### src/rtl/mdu_if.sv
// Pipeline-side bundle for the multiply/divide sequencer: issue, operands,
// read-back data and status.
interface mdu_if #(
  parameter int WIDTH = 32
);
  logic             op_valid;
  logic [2:0]       op;
  logic             Sign;
  logic [WIDTH-1:0] in1;
  logic [WIDTH-1:0] in2;
  logic [WIDTH-1:0] out;
  logic             busy;
  logic             stall;
  logic             done;

  modport master (
    output op_valid, op, Sign, in1, in2,
    input  out, busy, stall, done
  );

  modport slave (
    input  op_valid, op, Sign, in1, in2,
    output out, busy, stall, done
  );
endinterface

### src/rtl/mdu_ctrl.sv
// Iterative MULT/DIV sequencer with HI/LO registers.
// Operands are reduced to magnitudes at accept, and sign correction is applied in FIX.
module mdu_ctrl #(
  parameter int WIDTH = 32
) (
  input  logic  clk,
  input  logic  reset,
  mdu_if.slave  bus
);
  localparam int CW = (WIDTH > 1) ? $clog2(WIDTH) : 1;

  localparam logic [2:0] OP_MULT = 3'b001;
  localparam logic [2:0] OP_DIV  = 3'b010;
  localparam logic [2:0] OP_MFHI = 3'b011;
  localparam logic [2:0] OP_MFLO = 3'b100;
  localparam logic [2:0] OP_MTHI = 3'b101;
  localparam logic [2:0] OP_MTLO = 3'b110;

  typedef enum logic [1:0] {IDLE, CALC, FIX} state_e;

  state_e             state_q, state_d;
  logic [CW-1:0]      cnt_q;
  logic [2*WIDTH-1:0] p_q;
  logic [WIDTH-1:0]   d_q;
  logic [WIDTH-1:0]   hi_q, lo_q;
  logic               busy_q, done_q;
  logic               is_div_q, neg_q, rem_neg_q, div0_q;

  logic               accept, is_md, load, step, finish;
  logic [WIDTH-1:0]   mag1, mag2;
  logic [WIDTH:0]     mul_sum, div_r;
  logic [WIDTH-1:0]   div_diff, div_rem;
  logic               div_ge;
  logic [2*WIDTH-1:0] step_p, prod_fix;
  logic [WIDTH-1:0]   res_hi, res_lo;

  assign bus.stall = busy_q & bus.op_valid & (bus.op != 3'b000) & (bus.op != 3'b111);
  assign bus.busy  = busy_q;
  assign bus.done  = done_q;
  assign bus.out   = (bus.op == OP_MFHI) ? hi_q :
                     (bus.op == OP_MFLO) ? lo_q : '0;

  assign accept = bus.op_valid & ~bus.stall;
  assign is_md  = (bus.op == OP_MULT) | (bus.op == OP_DIV);

  // NOTE: state registers use non-blocking assignments so every flop samples pre-edge values.
  always_ff @(posedge clk or negedge reset) begin
    if (!reset) state_q <= IDLE;
    else        state_q <= state_d;
  end

  // NOTE: every combinational output gets a default first, so no path can infer a latch.
  always_comb begin
    state_d = state_q;
    unique case (state_q)
      IDLE:    if (accept && is_md) state_d = CALC;
      CALC:    if (cnt_q == CW'(WIDTH-1)) state_d = FIX;
      FIX:     state_d = IDLE;
      default: state_d = IDLE;
    endcase
  end

  always_comb begin
    load   = 1'b0;
    step   = 1'b0;
    finish = 1'b0;
    unique case (state_q)
      IDLE:    load   = accept & is_md;
      CALC:    step   = 1'b1;
      FIX:     finish = 1'b1;
      default: ;
    endcase
  end

  always_comb begin
    mag1 = (bus.Sign & bus.in1[WIDTH-1]) ? -bus.in1 : bus.in1;
    mag2 = (bus.Sign & bus.in2[WIDTH-1]) ? -bus.in2 : bus.in2;

    // Multiply: add multiplicand on LSB, shift right. Divide: shift left, trial-subtract.
    mul_sum  = {1'b0, p_q[2*WIDTH-1:WIDTH]} + (p_q[0] ? {1'b0, d_q} : '0);
    div_r    = p_q[2*WIDTH-1:WIDTH-1];
    div_ge   = div_r >= {1'b0, d_q};
    div_diff = div_r[WIDTH-1:0] - d_q;
    div_rem  = div_ge ? div_diff : div_r[WIDTH-1:0];
    step_p   = is_div_q ? {div_rem, p_q[WIDTH-2:0], div_ge}
                        : {mul_sum, p_q[WIDTH-1:1]};

    prod_fix = neg_q ? -p_q : p_q;
    if (is_div_q) begin
      res_lo = div0_q ? '1 : (neg_q ? -p_q[WIDTH-1:0] : p_q[WIDTH-1:0]);
      res_hi = rem_neg_q ? -p_q[2*WIDTH-1:WIDTH] : p_q[2*WIDTH-1:WIDTH];
    end else begin
      res_lo = prod_fix[WIDTH-1:0];
      res_hi = prod_fix[2*WIDTH-1:WIDTH];
    end
  end

  // NOTE: the datapath is reset too, so an aborted operation leaves no residue in HI/LO.
  always_ff @(posedge clk or negedge reset) begin
    if (!reset) begin
      busy_q    <= 1'b0;
      done_q    <= 1'b0;
      cnt_q     <= '0;
      p_q       <= '0;
      d_q       <= '0;
      is_div_q  <= 1'b0;
      neg_q     <= 1'b0;
      rem_neg_q <= 1'b0;
      div0_q    <= 1'b0;
      hi_q      <= '0;
      lo_q      <= '0;
    end else begin
      busy_q <= (state_d != IDLE);
      done_q <= finish;
      if (load) begin
        cnt_q     <= '0;
        is_div_q  <= (bus.op == OP_DIV);
        p_q       <= {{WIDTH{1'b0}}, (bus.op == OP_DIV) ? mag1 : mag2};
        d_q       <= (bus.op == OP_DIV) ? mag2 : mag1;
        neg_q     <= bus.Sign & (bus.in1[WIDTH-1] ^ bus.in2[WIDTH-1]);
        rem_neg_q <= bus.Sign & bus.in1[WIDTH-1];
        div0_q    <= (bus.in2 == '0);
      end else if (step) begin
        p_q   <= step_p;
        cnt_q <= cnt_q + 1'b1;
      end
      if (finish) begin
        hi_q <= res_hi;
        lo_q <= res_lo;
      end else if (accept && bus.op == OP_MTHI) begin
        hi_q <= bus.in1;
      end else if (accept && bus.op == OP_MTLO) begin
        lo_q <= bus.in1;
      end
    end
  end
endmodule

### src/flat_wrapper.sv
// flat-port wrapper written by rule: the top's interface ports become plain ports
module mdu_ctrl_flat 
#(
  parameter int WIDTH = 32
)
  (clk, reset, bus_op_valid, bus_op, bus_Sign, bus_in1, bus_in2, bus_out, bus_busy, bus_stall, bus_done);
  mdu_if #(.WIDTH(WIDTH)) bus_i ();
  input  logic clk;
  input  logic reset;
  input wire logic [$bits(bus_i.op_valid)-1:0] bus_op_valid;
  input wire logic [$bits(bus_i.op)-1:0] bus_op;
  input wire logic [$bits(bus_i.Sign)-1:0] bus_Sign;
  input wire logic [$bits(bus_i.in1)-1:0] bus_in1;
  input wire logic [$bits(bus_i.in2)-1:0] bus_in2;
  output wire logic [$bits(bus_i.out)-1:0] bus_out;
  output wire logic [$bits(bus_i.busy)-1:0] bus_busy;
  output wire logic [$bits(bus_i.stall)-1:0] bus_stall;
  output wire logic [$bits(bus_i.done)-1:0] bus_done;
  assign bus_i.op_valid = bus_op_valid;
  assign bus_i.op = bus_op;
  assign bus_i.Sign = bus_Sign;
  assign bus_i.in1 = bus_in1;
  assign bus_i.in2 = bus_in2;
  assign bus_out = bus_i.out;
  assign bus_busy = bus_i.busy;
  assign bus_stall = bus_i.stall;
  assign bus_done = bus_i.done;
  mdu_ctrl #(.WIDTH(WIDTH)) u_core (.clk(clk), .reset(reset), .bus(bus_i));
endmodule
### config.mk
export PLATFORM = sky130hd
export DESIGN_NAME = mdu_ctrl_flat
export DESIGN_NICKNAME = d
export VERILOG_FILES = /design/src/rtl/mdu_if.sv /design/src/rtl/mdu_ctrl.sv /design/src/flat_wrapper.sv
export SDC_FILE = /design/constraint.sdc
export NUM_CORES = 1
export LEC_CHECK = 0
export ABC_AREA = 0
export CAP_MARGIN = 20
export CELL_PAD_IN_SITES_DETAIL_PLACEMENT = 1
export CELL_PAD_IN_SITES_GLOBAL_PLACEMENT = 1
export CORE_ASPECT_RATIO = 1.75
export CORE_MARGIN = 2
export CORE_UTILIZATION = 49
export CTS_CLUSTER_DIAMETER = 100
export DETAILED_ROUTE_END_ITERATION = 8
export PLACE_DENSITY = 0.95
export RECOVER_POWER = 25
export REMOVE_ABC_BUFFERS = 1
export SYNTH_ARGS = -nofsm -noshare
export SYNTH_HDL_FRONTEND = slang
export SYNTH_SLANG_ARGS = --single-unit
### constraint.sdc
create_clock -name clk -period 7.9 [get_ports clk]
set_clock_uncertainty 0.2 [all_clocks]
set_input_delay 1.58 -clock clk [delete_from_list [all_inputs] [get_ports clk]]
set_output_delay 1.58 -clock clk [all_outputs]
set_load 0.02 [all_outputs]
### Word level (Yosys, flattened, before mapping)

Index checks and enable logic that the tools add are counted.

* reductions and logical operators: 11
* order comparisons: 1
* bitwise logic cells: 11
* $add $sub $neg: 8
* equality and inequality tests: 11
* mux-type cells: 30

Operators with widths (count)
* $mux 32: 18
* $mux 64: 4
* $neg 32->32: 4
* $neg 64->64: 1
* $add 32x33->33: 1
* $ge 33x32->1: 1
* $logic_not 32->1: 1
* $sub 32x32->32: 1
* $mux 5: 2
* $eq 3x3->1 const B: 3
* $and 1x1->1: 8
* $reduce_bool 2->1: 4
* $eq 3x2->1 const B: 2
* $add 5x1->5 const B: 1
* $eq 5x5->1 const B: 1
* $mux 2: 2
* $pmux 2 s2: 1
* $eq 3x1->1 const B: 1
* $logic_and 1x1->1: 3
* $mux 1: 3
* $ne 3x3->1 const B: 1
* $reduce_bool 3->1: 1
* $eq 2x1->1 const B: 1
* $eq 2x2->1 const B: 1
* other kinds (6): 6

* input bits: 71
* flip-flop bits (word level): 173
* logic and storage cells: 84
* output and inout bits: 35

### Longest topological paths before layout

Gate-level depths: netlist of the first run.

* depth after elaboration: 9
* gate-level depth with buffers: 14
* mapped depth without buffers: 13

### Least setup slack after synthesis of the first run

No wires, ideal clock.

* path kind: input port to output port
* from: input port bus_op[1]
* to: output port bus_out[10]
* path buffers: 2
* setup slack: 3.445 ns
* arrival: 2.675 ns
* stages on the path: 5
* data required time: 6.120 ns
* path through: clkbuf_1 -> nand2_1 -> nor2_1 -> clkbuf_1 -> a22o_1

* longest elaborated chain between the ends: 3

RTL lines
* from (decl): RTL line flat_wrapper.sv:11 `input wire logic [$bits(bus_i.op)-1:0] bus_op;`
* $eq 3x3->1: RTL line mdu_ctrl.sv:41 `(bus.op == OP_MFLO) ? lo_q : '0;`
* $mux 32: RTL line mdu_ctrl.sv:41
* $mux 32 *: RTL line mdu_ctrl.sv:40 `assign bus.out = (bus.op == OP_MFHI) ? hi_q :`
* to (decl): RTL line flat_wrapper.sv:15 `output wire logic [$bits(bus_i.out)-1:0] bus_out;`

Every way passes the cells marked *; elsewhere a longest branch is shown, timed or not.

### Worst setup path after layout of the first run

* from: input port bus_op[2]
* to: output port bus_out[4]

The elaborated chain is that of the path after synthesis.

==> results by group, run 1 <==
Yosys
  – Largest area contributor in the netlist: dfrtp_1
  – Mux cell area share after synthesis: 5.584%
  – Yosys top cell area share: 27.96%
  – Post-synthesis cell count: 1968
  – Ys flop type: dfrtp_1
  – Post-Synth Adder-Cell Area: 5.916%
  – Most common cell in the netlist: nand2_1
  – Complex-gate fraction of the synthesized area: 27.22%
  – Cell area after synthesis: 15480 um^2
  – FFs w/ async S/R, synth: 100.0%
  – Largest family of logic cells by synthesized area: compound AO/OA/AOI/OAI gates
  – Synth area leaders: dfrtp_1 28%, o21ai_0 6.0%, nand2_1 5.7%
  – Synth warnings: 0
  – Syn Area/Cell: 7.867 um^2
  – Synth cell types: 77
  – Post-synthesis sequential area ratio: 27.96%
  – Register bit total from synthesis: 173
  – Post-synthesis xor/xnor area fraction: 9.391%
  – Simple-Gate Fraction of Synth Area: 19.10%
  – EDFF count, synth: 0
  – Synth top cells by count: 237 x nand2_1, 186 x o21ai_0, 173 x dfrtp_1, 150 x nor2_1, 142 x a21oi_1

Placement
  – Port bufs: 105
  – Dpl cells: 2352
  – GPL Wtd Cong: 0.9701
  – Pre-CTS WS: 2.125 ns
  – DP Area: 16690 um^2
  – DPL Wire Length: 45.66 mm

Clock tree
  – Cts hold-fix bufs: 0
  – Clock Tree Root: clkbuf_16
  – Worst skew pair latency: 0.48 ns
  – CTS tree: built
  – H-tree depth: 4
  – TritonCTS buffer count: 17
  – Post CTS Setup Buffer Count: 0
  – Post_cts resized: 0
  – Clock sinks: 173
  – Worst-path clk slew: 0.07 ns
  – Longest Clk Path Bufs: 2

Setup path
  – Reg2reg setup slack: 3.10 ns
  – Data arrival, critical path: 4.12 ns
  – CP Launch Type: primary input
  – Critical path class: in2out
  – Cell depth of the worst flop-to-flop path: 13
  – Crit path max fanout: 26
  – Required time worst endpoint: 6.12 ns
  – Nature of the critical path endpoint: output port

GRT
  – Grt total ovfl: 0
  – Global Route Usage Sum: 37.97%
  – Largest net degree at the start of global routing: 101
  – Antenna violations before repair: 0
  – Number of global-route vias before repair: 17723
  – First-pass GRT wire length: 98.93 mm

Drt
  – Drt wl/cell: 27.04 um
  – First drt pass iteration count: 7
  – ANT nets after route: 0
  – Vias per cell: 7.029
  – Via count: 16757
  – Iter 0 DRT Violations: 1505
  – Number of remaining DRC errors: 0
  – Drt total wl: 64.47 mm

STA
  – Maximum clock frequency: 169.6 MHz
  – Slew @ Worst Pin: 2.176 ns
  – Final hold vios: 0
  – Slew Viols, Final: 35
  – Final setup fails: 0
  – Post-route setup TNS: 0 ns
  – Tmin final: 5.897 ns
  – Min Hold Slack: 0.2889 ns
  – RSZ-0062 raised after global routing: no
  – Final WS setup: 2.003 ns
  – Fin crit share: 74.64%
  – Max-slew headroom: -45.09%

Hold path
  – Worst Hold Depth: 1
  – HP Class: reg2reg

Floorplan
  – Chip Height: 239.1 um
  – # rows: 86
  – Die width: 138.4 um
  – Core box area: 31310 um^2
  – Total die area: 33090 um^2
  – Io pins: 106
  – Initial Util: 49.44%

Pwr
  – Worst vdd ir: 0.2055 mV
  – Power per Cell Area: 477.5 nW/um^2
  – Total power: 8.304 mW
  – Static leakage: 7.235 nW

Final layout
  – Fillers: 3754
  – Share of cells above drive strength 1: 4.628%
  – Final Util: 55.54%
  – Area Growth Syn to Fin: 12.33%
  – Final Net Count: 2119
  – # diodes: 0
  – Post-Layout Inst Area: 17390 um^2
  – Final Instance Count excl. Fillers: 2384

Outcome
  – Violated checks: max-capacitance violations, max-slew violations
  – Outcome: complete, but fails checks

Run
  – Maxcap violations: 1
## per-layer routing
metal / track usage [%] / vias to the layer above / routed length (um)
li1: - / 7168 / -
met1: 39.48 / 8275 / 22380
met2: 67.57 / 936 / 32160
met3: 7.873 / 378 / 4542
met4: 27.55 / 0 / 5395
met5: 0 / - / 0
## state kept, by name, indices dropped and copies added, names as in the netlist
name and count:
u_core.bus.busy 1, u_core.bus.done 1, u_core.d_q 32, u_core.is_div_q 1
u_core.div0_q 1, u_core.rem_neg_q 1, u_core.neg_q 1, u_core.cnt_q 5
u_core.hi_q 32, u_core.p_q 64, u_core.lo_q 32, u_core.state_q 2
## area by class of cell
class	count	area (um^2)	area share, %
clock inverters	9	206.4	1.187
flip-flops and latches	173	4330	24.90
multi-input cells	1599	10440	60.05
inverters	60	225.2	1.295
clock buffers	22	484.2	2.784
well taps	396	495.5	2.849
repair buffers	125	1206	6.935
## layout by cell type (no fill, tap or decap), drive strengths merged, types with 30 or more instances in the layout
| master | count |
|---|---|
| nand2 | 237 |
| o21ai | 205 |
| dfrtp | 173 |
| nor2 | 152 |
| a21oi | 142 |
| clkdlybuf4s50 | 104 |
| xor2 | 91 |
| mux2i | 83 |
| xnor2 | 75 |
| ha | 70 |
| o211ai | 68 |
| inv | 60 |
| nor3 | 39 |
| a21o | 35 |
| a22o | 34 |
| a32oi | 34 |
| nand3 | 30 |
## worst max-delay path, cell delays in order
cell and delay (ns):
clkdlybuf4s50_1 0.57, nor2b_1 0.32, nor2b_2 0.39, buf_4 0.40, a22o_1 0.22, clkdlybuf4s50_1 0.60
## cells by family after synthesis
logic type	after synthesis
AO/OA/AOI/OAI	656
XOR/XNOR	166
adder cells (fa/ha/maj)	72
buffers and inverters	196
flip-flops	173
multiplexers	86
AND/OR/NAND/NOR	619
## path summary, 6_finish.rpt
check,from,end
setup / recovery,bus_op[2],bus_out[4]
hold / removal,u_core.cnt_q[3],u_core.cnt_q[3]
setup reg to reg,u_core.p_q[0],u_core.p_q[63]
hold reg to reg,u_core.cnt_q[3],u_core.cnt_q[3]
max in group asynchronous,reset,u_core.lo_q[1]
min in group asynchronous,reset,u_core.p_q[37]
## report_power, final
part	total, mW	switching [mW]	internal (mW)
logic	5.34	3.28	2.06
clock network	1.02	0.395	0.627
registers	1.94	0.622	1.32
total	8.30	4.29	4.01
(Power assumes the default switching activity.)
==> run 2: changes to the inputs <==
--- a/config.mk
+++ b/config.mk
@@ -11,10 +11,10 @@
 export CELL_PAD_IN_SITES_GLOBAL_PLACEMENT = 1
 export CORE_ASPECT_RATIO = 1.75
 export CORE_MARGIN = 2
-export CORE_UTILIZATION = 49
+export CORE_UTILIZATION = 41
 export CTS_CLUSTER_DIAMETER = 100
 export DETAILED_ROUTE_END_ITERATION = 8
-export PLACE_DENSITY = 0.95
+export PLACE_DENSITY = 0.89
 export RECOVER_POWER = 25
 export REMOVE_ABC_BUFFERS = 1
 export SYNTH_ARGS = -nofsm -noshare
==> constraint.sdc (replaced) <==
create_clock -name clk -period 4.9 [get_ports clk]
set_clock_uncertainty 0.2 [all_clocks]
set_input_delay 0.98 -clock clk [delete_from_list [all_inputs] [get_ports clk]]
set_output_delay 0.98 -clock clk [all_outputs]
set_load 0.02 [all_outputs]
==> run 2 against run 1 <==
Against the previous run: the run still ends with max-capacitance violations, max-slew violations left; sequential share of layout area down 0.23 points; clock-buffer cell count down 3; flip-flop and latch count unchanged; register-to-register slack worse by 2.6 ns; critical path depth unchanged; via count down 1.8%; global-route usage down 6.3 points; die area up 19%; non-clock buffer count up 20; sequential power up 57%; critical path type unchanged; critical endpoint is now bus_out[31]; largest power group unchanged.
==> results by group, run 2 (synthesis gave the netlist of run 1 again) <==
Final layout
  – Post-Layout Inst Area: 17550 um^2 (was 17390 um^2)
  – Final Net Count: 2139 (was 2119)
  – Commonest non-fill, non-tap cell in the layout: nand2_1 (unchanged)
  – Area Growth Syn to Fin: 13.38% (was 12.33%)
  – Share of cells above drive strength 1: 5.724% (was 4.628%)
  – Number of flip-flops in the largest register: 64 (unchanged)
  – Final Instance Count excl. Fillers: 2491 (was 2384)
  – Reg with most FFs: u_core.p_q (unchanged)
  – Commonest non-fill, non-tap cells in the layout: 236 x nand2_1, 186 x o21ai_0, 172 x dfrtp_1 (unchanged)

Drt
  – WL met3: 3.388 mm (was 4.542 mm)
  – Iter 0 DRT Violations: 1098 (was 1505)
  – Number of remaining DRC errors: 0 (unchanged)
  – Drt total wl: 63.07 mm (was 64.47 mm)
  – Via count: 16448 (was 16757)
  – First drt pass iteration count: 5 (was 7)
  – Highest Signal Layer: met4 (unchanged)
  – Vias per cell: 6.603 (was 7.029)
  – ANT nets after route: 0 (unchanged)
  – Wire length on met2: 32.52 mm (was 32.16 mm)
  – Drt wl/cell: 25.32 um (was 27.04 um)
  – Wl on met1: 21.83 mm (was 22.38 mm)

Setup path
  – Critical path class: in2out (unchanged)
  – Nature of the critical path endpoint: output port (unchanged)
  – CP peak stage delay: 0.61 ns (was 0.60 ns)
  – WP buf/inv: 3 (unchanged)
  – Crit-path leading delay family: buffers and inverters (unchanged)
  – CP Launch Type: primary input (unchanged)
  – CP max-delay cell: clkdlybuf4s50_1 (unchanged)
  – Data arrival, critical path: 3.25 ns (was 4.12 ns)
  – Cell depth of the worst flop-to-flop path: 13 (unchanged)
  – Path length in cells of the critical path: 6 (unchanged)
  – Crit-path cells: clkdlybuf4s50_1 > nor2b_1 > nor2b_2 > buf_4 > a22o_1 > clkdlybuf4s50_1 (unchanged)
  – Required time worst endpoint: 3.72 ns (was 6.12 ns)
  – Most Frequent Cell on Critical Path: clkdlybuf4s50_1 (unchanged)
  – Crit path max fanout: 32 (was 26)

GRT
  – Largest net degree at the start of global routing: 119 (was 101)
  – Global Route Usage Sum: 31.71% (was 37.97%)
  – First-pass GRT wire length: 96.20 mm (was 98.93 mm)
  – Antenna violations before repair: 1 (was 0)
  – Grt total ovfl: 0 (unchanged)
  – Number of global-route vias before repair: 17708 (was 17723)

Hold path
  – HP Class: reg2reg (unchanged)
  – Worst Hold Depth: 1 (unchanged)

STA
  – Tmin final: 4.429 ns
  – Maximum clock frequency: 225.8 MHz
  – RSZ-0062 raised after global routing: no (unchanged)
  – Fin crit share: 90.38%
  – Final setup fails: 0 (unchanged)
  – Slew Viols, Final: 87 (was 35)
  – Final hold vios: 0 (unchanged)
  – Max-slew headroom: -65.60% (was -45.09%)
  – Slew @ Worst Pin: 2.484 ns (was 2.176 ns)
  – Min Hold Slack: 0.2895 ns (was 0.2889 ns)

Outcome
  – Outcome: complete, but fails checks (unchanged)
  – Violated checks: max-capacitance violations, max-slew violations (unchanged)

Pwr
  – Static leakage: 7.271 nW (was 7.235 nW)
  – Power per Cell Area: 743.3 nW/um^2 (was 477.5 nW/um^2)
  – Worst vdd ir: 0.3747 mV (was 0.2055 mV)

Placement
  – Dpl cells: 2457 (was 2352)
  – GPL Wtd Cong: 0.9435 (was 0.9701)
  – DP Area: 17000 um^2 (was 16690 um^2)
  – DPL Wire Length: 47.29 mm (was 45.66 mm)
  – Port bufs: 105 (unchanged)

Clock tree
  – Post_cts resized: 0 (unchanged)
  – H-tree depth: 4 (unchanged)
  – Longest Clk Path Bufs: 2 (unchanged)
  – TritonCTS buffer count: 17 (unchanged)
  – Worst-path clk slew: 0.07 ns (about the same)
  – CTS tree: built (unchanged)
  – Clock Tree Root: clkbuf_16 (unchanged)
  – Worst skew pair latency: 0.46 ns (was 0.48 ns)
  – Clock sinks: 173 (unchanged)
  – Post CTS Setup Buffer Count: 0 (unchanged)
  – Cts hold-fix bufs: 0 (unchanged)

Floorplan
  – Total die area: 39390 um^2 (was 33090 um^2)
  – Die width: 150.9 um (was 138.4 um)
  – Io pins: 106 (unchanged)
  – # rows: 94 (was 86)
  – Chip Height: 261.1 um (was 239.1 um)
  – Core box area: 37400 um^2 (was 31310 um^2)
  – Initial Util: 41.40% (was 49.44%)

Run
  – Maxcap violations: 1 (unchanged)
run 2: changes by cell type in the layout (fill, tap and decap cells not counted), sizes merged:
| cell | before | now |
|---|---|---|
| clkinvlp | 0 | 5 |
| diode | 0 | 2 |
| inv | 60 | 61 |
| clkbuf | 23 | 21 |
| bufinv | 6 | 1 |
| buf | 20 | 39 |
| clkinv | 3 | 6 |
run 2: cell type report:
| class | instances | area [um^2] |
|---|---|---|
| clock buffers | 19 | 452.9 |
| flip-flops and latches | 173 | 4330 |
| fillers | 4473 | 19850 |
| diodes | 2 | 5.005 |
| inverters | 60 | 225.2 |
| multi-input cells | 1599 | 10440 |
| repair buffers | 145 | 1381 |
| well taps | 480 | 600.6 |
| clock inverters | 13 | 117.6 |
run 2: stage by stage:
stage	TNS, ns	power [mW]	util [%]	setup WS, ns
detailed placement	0	11.40	45.45	0.4751
global placement	0	11.02	45.45	0.5264
finish	0	13.05	46.94	0.4714
global route	0	13.89	46.93	0.3614
CTS	0	12.86	46.98	0.4869
floorplan	-17.22	8.660	-	-0.5360
run 2: per-layer routing:
| metal | track usage (%) | vias up |
|---|---|---|
| met5 | 0 | - |
| met4 | 25.96 | 0 |
| met3 | 5.540 | 308 |
| met2 | 56.89 | 745 |
| met1 | 31.53 | 8177 |
| li1 | - | 7218 |
run 2: worst paths after layout:
path                            startpoint               to  slack [ns]
max                              bus_op[2]      bus_out[31]        0.47
min                        u_core.cnt_q[3]  u_core.cnt_q[3]        0.29
max reg2reg                  u_core.p_q[0]   u_core.p_q[62]        0.53
min reg2reg                u_core.cnt_q[3]  u_core.cnt_q[3]        0.29
max in group asynchronous            reset   u_core.p_q[24]        1.22
min in group asynchronous            reset   u_core.p_q[34]        0.96
run 2: report_power, final:
part           internal (mW)  leakage (nW)  switching [mW]  total, mW
Clock                  0.727         0.267           0.644       1.37
Sequential              2.13          2.11           0.916       3.05
Combinational           3.42          4.90            5.21       8.63
Total                   6.27          7.27            6.78       13.0
